==> config.mk <==
export PLATFORM = sky130hd
export DESIGN_NAME = md_ctrl
export DESIGN_NICKNAME = d
export VERILOG_FILES = /design/src/rtl/md_ctrl.sv
export SDC_FILE = /design/constraint.sdc
export NUM_CORES = 1
export LEC_CHECK = 0
export CAP_MARGIN = 5
export CORE_AREA = 2 2 161 163
export CTS_CLUSTER_DIAMETER = 80
export CTS_CLUSTER_SIZE = 8
export DETAILED_ROUTE_END_ITERATION = 10
export DIE_AREA = 0 0 163 165
export GPL_ROUTABILITY_DRIVEN = 0
export PLACE_DENSITY = 0.53
export SETUP_SLACK_MARGIN = 0.1
export SYNTH_ARGS = -nofsm -noshare
export SYNTH_HDL_FRONTEND = slang
export SYNTH_SLANG_ARGS = --single-unit
==> constraint.sdc <==
create_clock -name clk -period 2 [get_ports clk]
set_clock_uncertainty 0.1 [all_clocks]
set_input_delay 0.4 -clock clk [delete_from_list [all_inputs] [get_ports clk]]
set_output_delay 0.4 -clock clk [all_outputs]
set_load 0.1 [all_outputs]
==> src/rtl/md_ctrl.sv <==
// -----------------------------------------------------------------------------
// md_ctrl : EXE-stage multiply/divide sequencer
//
// Launches one operation per EXE instruction onto either the fixed-latency
// pipelined multiplier IP or the variable-latency AXI-stream divider IP.
// It counts multiplier latency, waits for the divider's tvalid, and latches
// HI/LO. The latched result is held until MEM accepts it. A flush while a
// divide is in flight drains the divider so that a stale result is never
// mistaken for a later one.
//
// Parameters
//   MULT_LAT : multiplier IP latency in cycles (1..31)
//   DIV_MAX  : divider watchdog limit in cycles; reaching it sets div_timeout
//
// Optional feature (compile-time macro MD_DIV_ZERO_BYPASS_EN)
//   When defined, a divide with src2 == 0 never reaches the divider. The
//   result is hi = src1, lo = 32'hFFFFFFFF, and it is ready the cycle after
//   start. When undefined, divide-by-zero goes through the divider normally.
//
// Ports
//   clk, reset           : clock, synchronous active-high reset
//   exe_valid            : EXE holds a valid instruction
//   op_mul / op_div      : instruction class (never both set)
//   op_unsigned          : unsigned variant
//   src1, src2           : operands; held stable by EXE while md_busy
//   cancel               : flush of the EXE instruction
//   next_allow           : MEM accepts the EXE result this cycle
//   mult_a, mult_b       : 33-bit sign/zero-extended multiplier operands
//   mult_p               : multiplier product
//   div_dividend/divisor : 33-bit sign/zero-extended divider operands
//   div_in_valid         : one-cycle operand tvalid pulse to the divider
//   div_out_valid/data   : divider result tvalid / tdata
//   md_over              : result held and stable; EXE may complete
//   md_busy              : controller not idle
//   hi_result, lo_result : HI / LO values
//   div_timeout          : sticky divider watchdog flag
// -----------------------------------------------------------------------------
module md_ctrl #(
    parameter int MULT_LAT = 1,
    parameter int DIV_MAX  = 40
) (
    input  logic        clk,
    input  logic        reset,
    input  logic        exe_valid,
    input  logic        op_mul,
    input  logic        op_div,
    input  logic        op_unsigned,
    input  logic [31:0] src1,
    input  logic [31:0] src2,
    input  logic        cancel,
    input  logic        next_allow,
    output logic [32:0] mult_a,
    output logic [32:0] mult_b,
    input  logic [65:0] mult_p,
    output logic [32:0] div_dividend,
    output logic [32:0] div_divisor,
    output logic        div_in_valid,
    input  logic        div_out_valid,
    input  logic [79:0] div_out_data,
    output logic        md_over,
    output logic        md_busy,
    output logic [31:0] hi_result,
    output logic [31:0] lo_result,
    output logic        div_timeout
);

    // One counter is shared by the multiplier latency count and the divider
    // watchdog, so it must be wide enough for the larger of the two.
    localparam int CNT_MAX = (DIV_MAX > MULT_LAT) ? DIV_MAX : MULT_LAT;
    localparam int CNT_W   = $clog2(CNT_MAX + 1);

    typedef enum logic [2:0] {
        IDLE      = 3'd0,
        MUL_WAIT  = 3'd1,
        DIV_ISSUE = 3'd2,
        DIV_WAIT  = 3'd3,
        DONE      = 3'd4,
        DRAIN     = 3'd5
    } state_t;

    state_t             state_q, state_d;
    logic [CNT_W-1:0]   cnt_q, cnt_d;
    logic [CNT_W-1:0]   cnt_inc;
    logic [31:0]        hi_q, hi_d;
    logic [31:0]        lo_q, lo_d;
    logic               timeout_q, timeout_d;
    logic               start;
    logic               div_zero_bypass;
    logic               unused_bits;

    // Extend a 32-bit operand to 33 bits so the IPs can treat both signed and
    // unsigned variants as signed arithmetic.
    function automatic logic [32:0] ext33(input logic [31:0] v, input logic uns);
        return {(uns ? 1'b0 : v[31]), v};
    endfunction

    // Saturating increment: a stuck divider must not wrap the watchdog count.
    function automatic logic [CNT_W-1:0] sat_inc(input logic [CNT_W-1:0] v);
        return (&v) ? v : v + 1'b1;
    endfunction

    assign mult_a       = ext33(src1, op_unsigned);
    assign mult_b       = ext33(src2, op_unsigned);
    assign div_dividend = ext33(src1, op_unsigned);
    assign div_divisor  = ext33(src2, op_unsigned);

    assign start   = exe_valid & (op_mul | op_div) & ~cancel;
    assign cnt_inc = sat_inc(cnt_q);

`ifdef MD_DIV_ZERO_BYPASS_EN
    assign div_zero_bypass = (src2 == 32'd0);
`else
    assign div_zero_bypass = 1'b0;
`endif

    // Product sign-extension bits and divider padding/upper remainder bits
    // are not needed for 32-bit HI/LO.
    assign unused_bits = ^{mult_p[65:64], div_out_data[79:72], div_out_data[39:32]};

    always_comb begin
        state_d   = state_q;
        cnt_d     = cnt_q;
        hi_d      = hi_q;
        lo_d      = lo_q;
        timeout_d = timeout_q;

        case (state_q)
            IDLE: begin
                // Start is only looked at here, so an instruction retiring out
                // of DONE can never launch a second time.
                if (start) begin
                    if (op_mul) begin
                        state_d = MUL_WAIT;
                        cnt_d   = '0;
                    end else if (div_zero_bypass) begin
                        state_d = DONE;
                        hi_d    = src1;
                        lo_d    = 32'hFFFF_FFFF;
                    end else begin
                        state_d = DIV_ISSUE;
                    end
                end
            end

            MUL_WAIT: begin
                // The multiplier is pipelined, so abandoning it needs no drain.
                if (cancel) begin
                    state_d = IDLE;
                end else begin
                    cnt_d = cnt_inc;
                    if (cnt_q == CNT_W'(MULT_LAT - 1)) begin
                        hi_d    = mult_p[63:32];
                        lo_d    = mult_p[31:0];
                        state_d = DONE;
                    end
                end
            end

            DIV_ISSUE: begin
                // The pulse has gone out this cycle; a cancel must still wait
                // for the matching result.
                cnt_d   = '0;
                state_d = cancel ? DRAIN : DIV_WAIT;
            end

            DIV_WAIT: begin
                cnt_d = cnt_inc;
                if (cnt_inc >= CNT_W'(DIV_MAX)) begin
                    timeout_d = 1'b1;
                end
                if (cancel) begin
                    // A result arriving with the cancel is the one we would
                    // otherwise drain for, so there is nothing left in flight.
                    state_d = div_out_valid ? IDLE : DRAIN;
                end else if (div_out_valid) begin
                    hi_d    = div_out_data[31:0];
                    lo_d    = div_out_data[71:40];
                    state_d = DONE;
                end
            end

            DONE: begin
                if (cancel || next_allow) begin
                    state_d = IDLE;
                end
            end

            DRAIN: begin
                if (div_out_valid) begin
                    state_d = IDLE;
                end
            end

            default: begin
                state_d = IDLE;
            end
        endcase
    end

    always_ff @(posedge clk) begin
        if (reset) begin
            state_q   <= IDLE;
            cnt_q     <= '0;
            hi_q      <= '0;
            lo_q      <= '0;
            timeout_q <= 1'b0;
        end else begin
            state_q   <= state_d;
            cnt_q     <= cnt_d;
            hi_q      <= hi_d;
            lo_q      <= lo_d;
            timeout_q <= timeout_d;
        end
    end

    assign md_over      = (state_q == DONE);
    assign md_busy      = (state_q != IDLE);
    assign div_in_valid = (state_q == DIV_ISSUE);
    assign hi_result    = hi_q;
    assign lo_result    = lo_q;
    assign div_timeout  = timeout_q;

endmodule

; After elaboration in Yosys (flattened, before gate mapping)
; Cells that the tools add are included.
[classes]
add_sub_neg = 1
mux = 28
magnitude_cmp = 1
bitwise = 4
n_eq_ne = 15
reduce_logical = 11
[op_table]
columns = op, count
row1 = 32-bit 2-to-1 mux, 8
row2 = 32-bit one-hot mux with 2 select lines, 2
row3 = 3-bit 2-to-1 mux, 9
row4 = 6-bit 2-to-1 mux, 4
row5 = 6-bit one-hot mux with 4 select lines, 1
row6 = 3-bit one-hot mux with 6 select lines, 1
row7 = "2-bit != test, second input constant", 7
row8 = 5-bit AND reduction, 2
row9 = "6-bit by 1-bit adder with 6-bit output, second input constant", 1
row10 = "3-bit by 2-bit equality test with 1-bit output, second input constant", 2
row11 = "3-bit equality test, second input constant", 2
row12 = "6-bit >= comparator, second input constant", 1
row13 = 6-bit logical NOT, 1
row14 = "3-bit != test, second input constant", 2
row15 = 6-bit AND reduction, 1
row16 = 4-bit AND reduction, 1
row17 = 4-bit nonzero test, 1
row18 = "3-bit by 1-bit equality test with 1-bit output, second input constant", 1
row19 = 3-bit logical NOT, 1
row20 = 3-bit nonzero test, 1
row21 = 1-bit AND, 2
row22 = 1-bit 2-to-1 mux, 2
row23 = 2-bit 2-to-1 mux, 1
row24 = "2-bit by 1-bit != test with 1-bit output, second input constant", 1
row25 = other kinds (5), 5
[totals]
ff_bits = 74
wordCells = 65

; Longest topological paths before layout
[depth]
word_depth = 5
depth_mapped = 7
mapped_depth_nobuf = 6

; Worst setup path after synthesis
; No wires, ideal clock.
[synth_path]
kind = reg2reg
from = reg state_q[1]
to = reg state_q[1]
t_required_ns = 1.810
stages_incl_launch_ff = 5
t_arrival_ns = 3.184
setup_ns = 0.090
setup_slack_ns = -1.374
cell_sequence = dfxtp_1 -> buf_6 -> nor3b_1 -> a21oi_1 -> o31ai_1
[synth_between]
elab_cells_between_ends = 13
[synth_rtl]
columns = element, line
row1 = from (decl), 81  ; state_t state_q, state_d;
row2 = from (signal assigned), 208  ; state_q <= state_d;
row3 = 3-bit by 2-bit equality test with 1-bit output, -
row4 = via div_in_valid, 57  ; output logic div_in_valid,
row5 = 3-bit one-hot mux with 6 select lines, 127  ; case (state_q)
; The timed path passes the listed nets, and every way through them passes these cells.
; A chain may end at the register's enable or synchronous reset.

; Worst setup path after layout
[layout_path]
from = reg state_q[2]
to = out md_busy
[layout_between]
elab_chain_cells = 1
[layout_lines]
columns = element, line
row1 = 3-bit nonzero test, 217  ; assign md_busy = (state_q != IDLE);
row2 = to (decl), 61  ; output logic md_busy,
; Every way passes these cells.

==> reports/metrics.cfg <==
[synthesis]
synthDistinctLibCells = 43
synth.avg_cell_area_um2 = 9.06
syn_nets = 738
ys_ff_latch = 74
seq_area_frac_synth = 0.316
synth_cells = 517
syn_area_um2 = 4680
yosysWarningCount = 0

[global_routing]
grt_use_total = 0.111
antenna_found_initial = 0
grt_pass1_wl_mm = 22.2
grt_pass1_vias = 3869
grt_max_degree = 50
grt_overflow = 0

[clocking]
cts_tree = done
numCtsBuffers = 9
h-tree-depth = 3
clockBufferDepth = 2
worstSkewPairLatency_ns = 0.33
clock-sinks = 74
cts-root-buf = clkbuf_16
cts-hold-fix-buffers = 0
clkTransAtPathRegs_ns = 0.06

[final_layout]
final_common_cell = clkdlybuf4s50_1
drive_gt1_frac = 0.243
final_core_util = 0.275
n_antenna_cell = 0
final-seq-area_um2 = 1490
multi_input_area_um2 = 2070
fillCellCount = 2711
finalInstanceArea_um2 = 6880
layout.nets = 817
final_cell_mix = clkdlybuf4s50_1 (136), dfxtp_1 (71), a21oi_1 (69), buf_4 (69), mux2i_1 (64)
area_growth_pct = 46.9

[timing]
relSlewSlack = 0.723
rsz0062_at_grt = true
hold_viol_final = 0
finalCritPeriodShare = 0.940
setup_viol = 0
clock.fmax_mhz = 532
finalSetupTns_ns = 0
final.min_clock_period_ns = 1.88
worstMarginPinSlew_ns = 0.415
slew_viol_final = 0

[critical_path]
cp-start-kind = flop
crit_type = flop to output port
r2r-end = state_q[2]
worstPathCellList = buf_6 > or3_4 > buf_12
worstSetupEndpointType = output port
worstPathMaxFanout = 7
critPathArrivalTime_ns = 1.38
max_stage_delay_ns = 0.40
worst-r2r-cell-count = 4
cp_num_buf_inv = 2
r2r_start = cnt_q[2]
crit_slowest_cell = or3_4
critical_path_required_ns = 1.50
ff2ff_setup_slack_ns = 0.16
critPathTopFamily = simple AND/OR/NAND/NOR gates

[pwr]
ir_drop_uv = 454
p_clk_frac = 0.303
leakagePower_nw = 2.85
power_frac_seq = 0.282
p_int_w = 0.00372
p_total_w = 0.00614
comb_power_share = 0.415
switching_power_w = 0.00243
swShare = 0.395
power_density_nw_per_um2 = 893

[die]
initial_core_util = 0.187
core_um2 = 25000
ios = 419
die_y_um = 165
fp.dieW_um = 163
die_area_um2 = 26900
rows = 58

[routing]
wirelength_mm = 15.8
vias = 3925
vias_per_cell = 4.22
ant_nets = 0
routedWlPerCell_um = 17.0
drc_errors = 0
drt_iter0_markers = 101
drt_pass1_iterations = 4

[worst_hold_path]
hold_end = cnt_q[2]
min_path_type = input pin to flop
hp-start = reset
hold_depth = 2

[run]
maxCapViolations = 0

[outcome]
status = complete, no violations

[placement]
port_buffers = 214
place_area_um2 = 6450
hpwlAfterDp_mm = 11.6

-- power groups by stage --
stage	Sequential, W	Clock, W	Combinational (W)
2_1_floorplan	0.00272	0	0.00188
3_3_place_gp	0.00176	0	0.00253
3_5_place_dp	0.00176	0	0.00253
4_1_cts	0.00173	0.00196	0.00254
5_1_grt	0.00175	0.00201	0.00268
6_report	0.00173	0.00186	0.00255
-- flip-flops by register name, indices dropped and copies added (netlist names) --
signal / count
hi_result: 32
div_timeout: 1
lo_result: 32
cnt_q: 6
state_q: 3
-- timing repair --
item	in CTS	in global routing
endpoints found under the setup margin	4	13
gates resized for setup	3	12
endpoints found under the hold margin	0	0
setup buffers	1	0
gates cloned	0	1
pin swaps	1	2
-- Yosys cell counts --
cell	n	area [um^2]
buf_4	138	1040
dfxtp_1	74	1480
a21oi_1	69	345
a211oi_1	68	510
mux2i_1	64	641
buf_2	21	105
clkbuf_1	9	33.8
inv_1	7	26.3
a31oi_1	6	37.5
nor2_1	5	18.8
nand2_1	4	15.0
buf_6	3	33.8
nand4_1	3	18.8
nor2b_1	3	18.8
nor3_1	3	15.0
o311ai_0	3	26.3
or3_1	3	18.8
and2_1	2	12.5
ha_1	2	25.0
nand3_1	2	10.0
nand4b_1	2	17.5
nor3b_1	2	15.0
o21ai_0	2	10.0
o21bai_1	2	15.0
o31ai_1	2	15.0
a2111o_2	1	12.5
a21o_2	1	8.76
a221oi_1	1	8.76
a41oi_1	1	8.76
and2_0	1	6.26
and2_2	1	7.51
and3_2	1	7.51
clkbuf_4	1	7.51
mux2_4	1	15.0
nand3b_1	1	7.51
nand4bb_1	1	11.3
nor3b_2	1	12.5
nor4_4	1	21.3
nor4b_1	1	8.76
o221a_2	1	11.3
o41ai_1	1	8.76
or2_2	1	6.26
or4b_1	1	10.0
-- kinds of logic after synthesis --
kind of cell               count (synthesis)  share of synthesized area
buffers and inverters                    179                      0.265
AOI/OAI and AO/OA                        158                      0.218
DFF                                       74                      0.316
muxes                                     65                      0.140
and+or+nand+nor                           39                     0.0553
adders and majority gates                  2                    0.00534
-- how the worst max path moves through the flow --
stage	slack (ns)	cells past startpoint	endpoint	start
floorplan	0.11	4	state_q[1]	state_q[1]
global placement	-0.15	6	lo_result[19]	cancel
detailed placement	-0.17	6	lo_result[22]	div_out_valid
CTS	0.10	3	md_busy	state_q[2]
global route	0.08	3	md_busy	state_q[2]
finish	0.12	3	md_busy	state_q[2]
-- metrics by stage --
stage | worst slack, ns | std cells | hold WS (ns)
6_report | 0.120 | 931 | 0.389
5_1_grt | 0.0850 | 931 | 0.409
4_1_cts | 0.101 | 930 | 0.377
3_5_place_dp | -0.175 | 913 | 0.412
3_3_place_gp | -0.146 | 913 | 0.404
2_1_floorplan | 0.106 | 517 | 0.455
-- routing by layer --
metal / vias to the layer above / GRT usage / share of wire
met2: 218 / 0.197 / 0.50
li1: 1904 / - / -
met1: 1744 / 0.108 / 0.35
met3: 59 / 0.0450 / 0.10
met5: - / 0 / 0
met4: 0 / 0.0656 / 0.048
-- layout make-up --
class | instances | area share
timing repair buffer | 240 | 0.371
sequential | 74 | 0.216
tap | 330 | 0.0600
inverter | 7 | 0.00382
multi-input combinational | 264 | 0.300
clock inverter | 5 | 0.0149
clock buffer | 11 | 0.0338
Note: power is estimated with default switching activity, not from simulation.
